## src/rtl/gemm_issue_queue.sv

```systemverilog
// In-order GEMM issue queue with a matrix-register scoreboard that blocks RAW/WAW hazards.
// Optional same-cycle bypass into an empty queue when GEMM_IQ_BYPASS_EN is defined.
module gemm_issue_queue #(
    parameter int REG_W = 4,
    parameter int DEPTH = 4,
    parameter int CNT_W = $clog2(DEPTH) + 1
) (
    input  logic             CLK,
    input  logic             nRST,
    input  logic             in_valid,
    input  logic [REG_W-1:0] in_rs1,
    input  logic [REG_W-1:0] in_rs2,
    input  logic [REG_W-1:0] in_rs3,
    input  logic [REG_W-1:0] in_rd,
    output logic             in_ready,
    input  logic             flush,
    input  logic             freeze,
    output logic             out_valid,
    output logic [REG_W-1:0] out_rs1,
    output logic [REG_W-1:0] out_rs2,
    output logic [REG_W-1:0] out_rs3,
    output logic [REG_W-1:0] out_rd,
    input  logic             out_ready,
    input  logic             done_valid,
    input  logic [REG_W-1:0] done_rd,
    output logic             hazard_stall,
    output logic [CNT_W-1:0] count
);
    localparam int PTR_W = $clog2(DEPTH);
    localparam int NREG  = 1 << REG_W;

    logic [REG_W-1:0] q_rs1 [DEPTH];
    logic [REG_W-1:0] q_rs2 [DEPTH];
    logic [REG_W-1:0] q_rs3 [DEPTH];
    logic [REG_W-1:0] q_rd  [DEPTH];

    logic [PTR_W-1:0] wr_ptr, rd_ptr;
    logic [NREG-1:0]  busy, busy_nxt;
    logic             full, empty, hazard;
    logic             issue, push, pop, bypass;
    logic [REG_W-1:0] head_rs1, head_rs2, head_rs3, head_rd;

    assign full     = (count == CNT_W'(DEPTH));
    assign empty    = (count == '0);
    assign in_ready = !full && !freeze && !flush;

    assign head_rs1 = empty ? '0 : q_rs1[rd_ptr];
    assign head_rs2 = empty ? '0 : q_rs2[rd_ptr];
    assign head_rs3 = empty ? '0 : q_rs3[rd_ptr];
    assign head_rd  = empty ? '0 : q_rd[rd_ptr];

    assign hazard = busy[head_rs1] | busy[head_rs2] | busy[head_rs3] | busy[head_rd];

`ifdef GEMM_IQ_BYPASS_EN
    logic in_hazard;
    assign in_hazard = busy[in_rs1] | busy[in_rs2] | busy[in_rs3] | busy[in_rd];
`endif

    always_comb begin
        out_valid    = !empty && !hazard && !freeze && !flush;
        out_rs1      = head_rs1;
        out_rs2      = head_rs2;
        out_rs3      = head_rs3;
        out_rd       = head_rd;
        hazard_stall = !empty && hazard && !freeze;
        bypass       = 1'b0;
`ifdef GEMM_IQ_BYPASS_EN
        // Empty queue with a clean incoming op: hand it straight to the array.
        if (empty && in_valid && in_ready && out_ready && !in_hazard) begin
            bypass    = 1'b1;
            out_valid = 1'b1;
            out_rs1   = in_rs1;
            out_rs2   = in_rs2;
            out_rs3   = in_rs3;
            out_rd    = in_rd;
        end
`endif
    end

    assign issue = out_valid && out_ready;
    assign push  = in_valid && in_ready && !bypass;
    assign pop   = issue && !bypass;

    // Issue set is applied after done clear so it wins on the same index.
    always_comb begin
        busy_nxt = busy;
        if (done_valid) busy_nxt[done_rd] = 1'b0;
        if (issue)      busy_nxt[out_rd]  = 1'b1;
    end

    always_ff @(posedge CLK or negedge nRST) begin
        if (!nRST) begin
            wr_ptr <= '0;
            rd_ptr <= '0;
            count  <= '0;
        end else if (flush) begin
            wr_ptr <= '0;
            rd_ptr <= '0;
            count  <= '0;
        end else begin
            if (push) wr_ptr <= wr_ptr + PTR_W'(1);
            if (pop)  rd_ptr <= rd_ptr + PTR_W'(1);
            case ({push, pop})
                2'b10:   count <= count + CNT_W'(1);
                2'b01:   count <= count - CNT_W'(1);
                default: count <= count;
            endcase
        end
    end

    always_ff @(posedge CLK or negedge nRST) begin
        if (!nRST) busy <= '0;
        else       busy <= busy_nxt;
    end

    always_ff @(posedge CLK) begin
        if (push && !flush) begin
            q_rs1[wr_ptr] <= in_rs1;
            q_rs2[wr_ptr] <= in_rs2;
            q_rs3[wr_ptr] <= in_rs3;
            q_rd[wr_ptr]  <= in_rd;
        end
    end
endmodule
```

## config.mk

```make
export PLATFORM = sky130hd
export DESIGN_NAME = gemm_issue_queue
export DESIGN_NICKNAME = d
export VERILOG_FILES = /design/src/rtl/gemm_issue_queue.sv
export SDC_FILE = /design/constraint.sdc
export NUM_CORES = 1
export LEC_CHECK = 0
export ABC_AREA = 1
export BUFFER_PORTS_ARGS = -buffer_cell sky130_fd_sc_hd__buf_2
export CORE_ASPECT_RATIO = 1.2
export CORE_MARGIN = 1
export CORE_UTILIZATION = 55
export CTS_CLUSTER_SIZE = 8
export DETAILED_ROUTE_END_ITERATION = 7
export HOLD_SLACK_MARGIN = 0.12
export PLACE_DENSITY = 0.75
export SKIP_LAST_GASP = 1
export SYNTH_ARGS = -nofsm -noshare
export SYNTH_HDL_FRONTEND = slang
export SYNTH_SLANG_ARGS = --single-unit
```

## constraint.sdc

```tcl
create_clock -name CLK -period 3.4 [get_ports CLK]
set_input_delay 0 -clock CLK [delete_from_list [all_inputs] [get_ports CLK]]
set_output_delay 0 -clock CLK [all_outputs]
set_load 0.005 [all_outputs]
```

Yosys cells after proc, flatten, opt, wreduce, memory -nomap -nowiden:

Memory sizes are Yosys's and may differ from the RTL's.
Index checks and enable logic that the tools add are counted.

* logic and storage cells: 75
* bits of input ports: 27
* memories kept: 4
* RAM bits: 64
* output and inout bits: 22
* register bits after elaboration: 23

Memory list
* q_rd: words 4, width 4, read ports 1, clocked after Yosys merged registers in 0, wr ports 1, RTL line 35 `logic [REG_W-1:0] q_rd [DEPTH];`
* q_rs1: words 4, width 4, read ports 1, clocked after Yosys merged registers in 0, wr ports 1, RTL line 32 `logic [REG_W-1:0] q_rs1 [DEPTH];`
* q_rs2: words 4, width 4, read ports 1, clocked after Yosys merged registers in 0, wr ports 1, RTL line 33 `logic [REG_W-1:0] q_rs2 [DEPTH];`
* q_rs3: words 4, width 4, read ports 1, clocked after Yosys merged registers in 0, wr ports 1, RTL line 34 `logic [REG_W-1:0] q_rs3 [DEPTH];`

* add/sub/neg operators: 4
* order comparisons: 7
* muxes and demuxes: 26
* bitwise gates (word level): 6
* equality and inequality tests: 3
* reductions and logical operators: 21

Operator list (number)
* $mux 16: 2
* $lt 4x5->1 const B: 5
* $and 16x16->16: 1
* $bmux 1 s4: 4
* $mux 4: 4
* $not 16->16: 1
* $or 16x16->16: 1
* $logic_and 1x1->1: 12
* $demux 1 s4: 2
* $ge 4x1->1 const B: 2
* $mux 1: 8
* $mux 2: 4
* $pmux 3 s2: 1
* $logic_not 1->1: 5
* $add 2x1->2 const B: 2
* $reduce_bool 2->1: 2
* $add 3x1->3 const B: 1
* $eq 3x3->1 const B: 1
* $logic_not 3->1: 1
* $mux 3: 1
* $or 1x1->1: 3
* $reduce_bool 3->1: 1
* $sub 3x1->3 const B: 1
* $eq 2x1->1 const B: 1
* $eq 2x2->1 const B: 1

Depth between registers and ports, before layout:

Gate-level depths: netlist of run 1.

* depth in word-level cells: 15
* mapped depth: 25
* mapped depth without buffers: 23

Worst setup path after synthesis of run 1:

Ideal clock, no wire load.

* path kind: reg2reg
* start point: register count[0]
* end point: register count[2]
* buffers on the path: 2
* required time: 3.283 ns
* period minus slack after synthesis: 2.658 ns
* library setup time: 0.117 ns
* cell stages (with the launch flop): 22
* setup slack: 0.742 ns
* arrival: 2.540 ns
* path through: dfrtp_1 nor2_1 nand2_4 buf_6 buf_4 nand4_1 nand3_1 nand3_1 nand3b_1 nand2_2 inv_1 nand2_1 nor2_2 nand4_2 inv_1 fa_1 xnor2_1 inv_1 nand2_1 nand2_1 nand2_1 nand2_1

* cells in the longest elaborated chain, start to end: 15
* elaborated cells between the ends (all ways): 34
* classes of those cells: add/sub (2); eq/ne (3); mux (14); bitwise (3); reduce/logical (12)

Ends and longest elaborated chain
* start, declared: RTL line 27 `output logic [CNT_W-1:0] count`
* start signal, assigned: RTL line 104 `2'b10: count <= count + CNT_W'(1);`
* start signal, assigned: RTL line 105 `2'b01: count <= count - CNT_W'(1);`
* start signal, assigned: RTL line 106 `default: count <= count;`
* $logic_not 3->1: RTL line 44 `assign empty = (count == '0);`
* $mux 4, on equally long branches: RTL line 47, 48
* $bmux 1 s4: RTL line 52 `assign hazard = busy[head_rs1] | busy[head_rs2] | busy[head_rs3] | busy[head_rd];`
* $mux 1 (not written as such): RTL line 52
* $or 1x1->1 (3 in a row): RTL line 52
* $logic_not 1->1: RTL line 60 `out_valid = !empty && !hazard && !freeze && !flush;`
* $logic_and 1x1->1 (3 in a row): RTL line 60
* $logic_and 1x1->1: RTL line 80 `assign issue = out_valid && out_ready;`
* $eq 2x1->1 / $eq 2x2->1 (equally long branches): RTL line 103 `case ({push, pop})`
* $pmux 3 s2: RTL line 103
* $mux 3: RTL line 96 `end else if (flush) begin`

Parallel ways exist; a longest one is shown, timed or not. The select of a mux whose other input is x is not followed.
A chain may end at the register's enable or synchronous reset.

Final worst setup path of run 1:

Ends and elaborated chain as after synthesis.

==> results of run 1 <==
[what timing repair did]
action                                 CTS  global route
gates resized for setup                  0             1
setup buffers                            0             0
hold buffers                            27             0
endpoints found under the hold margin  109             0
setup endpoints to repair                0             1
[through the flow]
stage          cells  power (mW)  setup slack, ns
2_1_floorplan    531       1.661           0.7424
3_3_place_gp     688       1.814           0.3320
3_5_place_dp     688       1.820           0.2619
4_1_cts          731       2.464           0.2472
5_1_grt          731       2.597          0.02723
6_report         731       2.462           0.3616
[kinds of logic (layout without fill, tap and decap cells)]
logic type / after synthesis / count (layout)
XOR/XNOR: 1 / 1
flip-flops: 87 / 87
AO/OA/AOI/OAI: 53 / 53
AND/OR/NAND/NOR: 305 / 305
adder cells (fa/ha/maj): 5 / 5
buffers and inverters: 80 / 163
[layer usage]
layer	up-vias	global-route usage	wire (µm)
met5	-	0	0
met4	0	0.1745	568
met3	42	0.05371	775
met2	185	0.4581	5827
met1	1866	0.3330	4740
li1	1954	-	-
[area by class of cell]
type,instances,area share
Sequential cell,87,0.4489
Multi-Input combinational cell,364,0.3475
Timing Repair Buffer,84,0.1038
Inverter,63,0.04383
Tap cell,117,0.02630
Clock buffer,11,0.02360
Clock inverter,5,0.006069
[where the power goes]
| group | leakage (nW) | switching, mW | internal [mW] |
|---|---|---|---|
| combinational | 1.45 | 0.413 | 0.214 |
| sequential | 0.892 | 0.0287 | 1.18 |
| clock | 0.0813 | 0.366 | 0.266 |
[worst max-delay path: cells and delay by family, from the launching register on]
| family | cells | cell delay [ns] |
|---|---|---|
| flops | 1 | 0.45 |
| xor+xnor | 1 | 0.21 |
| fa+ha+maj | 1 | 0.38 |
| simple gates | 15 | 1.26 |
| buf+inv | 5 | 0.65 |
[cell usage in the layout, fill, tap and decap left out, drive strengths merged]
cell type    count
o21ai           29
clkinv           4
clkbuf          11
o22ai            3
nand4           28
inv             63
fa               1
a211oi           1
nand3b           2
nand2          156
ha               4
dlygate4sd3     27
o31ai           14
buf             57
nand3           67
a21oi            6
nor2            46
nor3             6
xnor2            1
clkinvlp         1
dfrtp           23
edfxtp          64
[flip-flops by register name, summed over array words and instances, names as in the netlist]
signal and cells:
q_rd 16, wr_ptr 2, rd_ptr 2, q_rs1 16, count 3, q_rs3 16
q_rs2 16, busy 16
[how the worst max path moves through the flow]
stage / cells past startpoint / endpoint / from
3_3_place_gp: 23 / count[2] / rd_ptr[0]
4_1_cts: 23 / count[2] / rd_ptr[0]
5_1_grt: 23 / count[2] / rd_ptr[0]
3_5_place_dp: 23 / count[2] / rd_ptr[0]
6_report: 22 / count[2] / count[0]
2_1_floorplan: 21 / count[2] / count[0]
==> flow_metrics.env, run 1 <==
export IMPL_critical_path_class="reg -> reg"
export IMPL_synth_enable_flop_cells=64
export IMPL_clkTransAtPathRegs_ns=0.09
export IMPL_rows=37
export IMPL_die_y_um=104.7
export IMPL_finalSetupViolCount=0
export IMPL_dpl_cell_area_um2=5130
export IMPL_critPathCaptureType="register"
export IMPL_vias=4047
export IMPL_avgSynthCellArea_um2=9.102
export IMPL_period_share=0.8936
export IMPL_synthAdderAreaFrac=0.01450
export IMPL_syn_area_um2=4833
export IMPL_ff2ff_path_depth=22
export IMPL_critPathMaxStageDelay_ns=0.45
export IMPL_crit_top_cell="nand2_1"
export IMPL_fin_crit_ns=3.038
export IMPL_drt_pass1_iterations=5
export IMPL_drt_iter0_markers=256
export IMPL_portBuffers=48
export IMPL_worst_skew_pair_late_latency_ns=0.37
export IMPL_grt_max_degree=36
export IMPL_irDropWorstVdd_mv=0.2801
export IMPL_power_density_nw_per_um2=442.3
export IMPL_ys_flop_type="edfxtp_1"
export IMPL_synth_compound_area_frac=0.07352
export IMPL_yosysWarnings=0
export IMPL_synth_top_family_by_area="simple AND/OR/NAND/NOR gates"
export IMPL_required_ns=3.66
export IMPL_hold_violations=0
export IMPL_drive_gt1_frac=0.2052
export IMPL_fin_area_um2=5567
export IMPL_max_slew_margin_rel=0.6221
export IMPL_grt_pass1_wl_um=18860
export IMPL_synth_area_mux_share=0
export IMPL_synth_cells=531
export IMPL_yosysMostFrequentCell="nand2_1"
export IMPL_gp_congestion=1.054
export IMPL_status="finished clean"
export IMPL_final_util=0.6500
export IMPL_drc=0
export IMPL_ys_top_cells_by_count="145 x nand2_1, 64 x edfxtp_1, 53 x nand3_1, 50 x inv_1, 40 x nor2_1"
export IMPL_drv_cap=0
export IMPL_whs_ns=0.1557
export IMPL_viasPerCell=5.536
export IMPL_grt_overflow=0
export IMPL_start_util=0.5644
export IMPL_synth_cell_types=39
export IMPL_hpwl_um=8506
export IMPL_hold_class="in -> async"
export IMPL_dieArea_um2=9168
export IMPL_synth_top_area_cell="edfxtp_1"
export IMPL_yosys_area_share_simple=0.3104
export IMPL_synth_top_area_frac=0.3976
export IMPL_cts_tree="yes"
export IMPL_async_flop_share=0.2644
export IMPL_clock_path_buffers=2
export IMPL_syn_num_nets=563
export IMPL_finalMaxSlewViolations=0
export IMPL_io_pins=49
export IMPL_root_buffer="clkbuf_8"
export IMPL_regArea_um2=2499
export IMPL_n_fill_cell=686
export IMPL_ys_seq_area_frac=0.5167
export IMPL_final_antenna_net_count=0
export IMPL_worst_pin_slew_ns=0.5647
export IMPL_crit_path_cell_trace="nor2_1 -> nand2_4 -> inv_1 -> buf_4 -> nor2_4 -> nand2_1 -> nand3_1 -> nand3_1 -> nand3b_1 -> nand2_2 -> inv_1 -> nand2_1 -> nor2_2 -> nand4_2 -> inv_1 -> fa_1 -> xnor2_1 -> inv_1 -> nand2_1 -> nand2_1 -> nand2_1 -> nand2_1"
export IMPL_critPathSlowestCell="dfrtp_1"
export IMPL_synth_area_leaders="edfxtp_1 40%, dfrtp_1 12%, nand2_1 11%"
export IMPL_ys_ff_latch=87
export IMPL_drt_wl_total_um=11910
export IMPL_timing_rr_end="count[2]"
export IMPL_fp_dieW_um=87.58
export IMPL_synth_xor_area_frac=0.001812
export IMPL_syn2layout_area_growth_pct=15.17
export IMPL_crit_fanout=9
export IMPL_core_area_um2=8564
export IMPL_finalSetupTns_ns=0
export IMPL_htreeDepth=3
export IMPL_multi_input_area_um2=1934
export IMPL_fin_worst_skew_ns=0.01124
export IMPL_grt_antenna_before_repair=0
export IMPL_fin_nets=641
export IMPL_fmax_ghz=0.3291
export IMPL_cts_num_sinks=87
export IMPL_rsz0062_at_grt="no"
export IMPL_cts_buffers=9
export IMPL_regToRegSetupSlack_ns=0.36
export IMPL_r2r_start="count[0]"
export IMPL_critPathLaunchType="register"
export IMPL_wl_per_cell_um=16.29
export IMPL_track_usage=0.2795
export IMPL_p_leak_nw=2.425
export IMPL_grt_pass1_vias=3879
export IMPL_cp_arrival_ns=3.30
export IMPL_antenna_cells=0
Note: power is estimated with default switching activity, not from simulation.
==> run 2: changes to the inputs <==
PLACE_DENSITY = 0.76   (was 0.75)
==> flow_metrics.env, run 2 (synthesized netlist as in run 1, its figures left out) <==
export IMPL_rows=37
export IMPL_final_antenna_net_count=0
export IMPL_wl_per_cell_um=17.13
export IMPL_grt_max_degree=36
export IMPL_syn2layout_area_growth_pct=17.01
export IMPL_portBuffers=48
export IMPL_fp_dieW_um=87.58
export IMPL_drt_iter0_markers=334
export IMPL_track_usage=0.2943
export IMPL_required_ns=3.67
export IMPL_max_slew_margin_rel=0.6249
export IMPL_finalSetupTns_ns=0
export IMPL_clkTransAtPathRegs_ns=0.09
export IMPL_crit_fanout=35
export IMPL_drt_pass1_iterations=5
export IMPL_worst_pin_slew_ns=0.5584
export IMPL_drv_cap=0
export IMPL_antenna_cells=0
export IMPL_grt_pass1_wl_um=19820
export IMPL_start_util=0.5644
export IMPL_cts_tree="yes"
export IMPL_dieArea_um2=9168
export IMPL_power_density_nw_per_um2=476.5
export IMPL_critPathLaunchType="register"
export IMPL_drc=0
export IMPL_htreeDepth=3
export IMPL_finalSetupViolCount=0
export IMPL_io_pins=49
export IMPL_hpwl_um=8712
export IMPL_cts_buffers=9
export IMPL_fin_crit_ns=3.087
export IMPL_fmax_ghz=0.3239
export IMPL_core_area_um2=8564
export IMPL_n_fill_cell=734
export IMPL_viasPerCell=5.626
export IMPL_hold_violations=0
export IMPL_fin_worst_skew_ns=0.01043
export IMPL_cts_repair_resized=0
export IMPL_rsz0062_at_grt="no"
export IMPL_status="finished clean"
export IMPL_irDropWorstVdd_mv=0.4489
export IMPL_worst_skew_pair_late_latency_ns=0.37
export IMPL_critPathCaptureType="register"
export IMPL_final_cell_mix="145 x nand2_1, 64 x edfxtp_1, 53 x nand3_1"
export IMPL_hold_class="in -> async"
export IMPL_fin_nets=641
export IMPL_p_leak_nw=2.463
export IMPL_dp_cells=688
export IMPL_vias=4101
export IMPL_grt_pass1_vias=3932
export IMPL_cp_arrival_ns=3.36
export IMPL_finalMaxSlewViolations=0
export IMPL_period_share=0.9081
export IMPL_finalPower_mw=2.695
export IMPL_clock_path_buffers=2
export IMPL_drt_wl_total_um=12490
export IMPL_final_common_cell="nand2_1"
export IMPL_critical_path_class="reg -> reg"
export IMPL_grt_overflow=0
export IMPL_fin_cells=729
export IMPL_root_buffer="clkbuf_8"
export IMPL_die_y_um=104.7
export IMPL_cts_num_sinks=87
export IMPL_drive_gt1_frac=0.2059
export IMPL_grt_antenna_before_repair=0
export IMPL_gp_congestion=0.9806
[run 2: changes by cell type in the layout (fill, tap and decap cells not counted), sizes merged]
cell    change
bufinv      +3
clkbuf      -2
clkinv      -3
[run 2: path summary, 6_finish.rpt]
kind	end	cells after the start	slack, ns	from
worst max-delay path	count[2]	22	0.31	rd_ptr[0]
worst min-delay path	busy[7]	2	0.13	nRST
worst max register to register	count[2]	22	0.31	rd_ptr[0]
worst min register to register	busy[10]	2	0.59	busy[10]
max in group asynchronous	rd_ptr[0]	2	2.89	nRST
min in group CLK	count[0]	5	0.18	freeze
[run 2: per-layer routing]
metal  routed length, µm  part of all wire  track usage  vias to the layer above
li1                    -                 -            -                     1954
met1                5066              0.41       0.3592                     1945
met2                6247              0.50       0.4905                      161
met3                 691             0.055      0.05845                       41
met4                 482             0.039       0.1440                        0
met5                   0                 0            0                        -
[run 2: report_power, final]
| part | switching, mW | internal [mW] | leakage (nW) |
|---|---|---|---|
| registers | 0.0272 | 1.17 | 0.893 |
| clock network | 0.366 | 0.482 | 0.112 |
| logic | 0.423 | 0.221 | 1.46 |
[run 2: worst max-delay path: stages, from the launching register on]
cell	delay [ns]
dfrtp_1	0.45
inv_6	0.25
nand2_1	0.08
nand3_1	0.07
nand2_1	0.13
nor2_2	0.31
inv_2	0.12
nand2_1	0.09
nand2_1	0.05
nand2_1	0.06
nand2_1	0.08
nor2_1	0.12
nand3_1	0.09
nor2_2	0.16
nand4_2	0.16
inv_1	0.11
fa_1	0.18
xnor2_1	0.15
inv_1	0.06
nand2_1	0.07
nand2_1	0.05
nand2_1	0.05
nand2_1	0.04
[run 2: through the flow]
| step | hold slack (ns) | cell area, µm² | setup slack [ns] | util |
|---|---|---|---|---|
| 2_1_floorplan | -0.2956 | 4833 | 0.7424 | - |
| 3_3_place_gp | 0.004934 | 5155 | 0.3633 | 0.6019 |
| 3_5_place_dp | 0.01205 | 5155 | 0.3487 | 0.6019 |
| 4_1_cts | 0.1427 | 5655 | 0.3459 | 0.6603 |
| 5_1_grt | 0.2066 | 5655 | 0.05626 | 0.6603 |
| 6_report | 0.1350 | 5655 | 0.3125 | 0.6603 |
[run 2: area by class of cell]
type,count,area [µm²],area share
clock buffer,9,123.9,0.02190
clock inverter,5,106.4,0.01881
inverter,63,244.0,0.04314
multi-input combinational,364,1934,0.3420
sequential,87,2497,0.4416
tap,117,146.4,0.02588
timing repair buffer,84,603.1,0.1066
[run 2: what timing repair did]
item	4_1_cts	5_1_grt
endpoints found under the setup margin	0	0
hold buffers	27	0
setup buffers	0	0
endpoints found under the hold margin	110	0
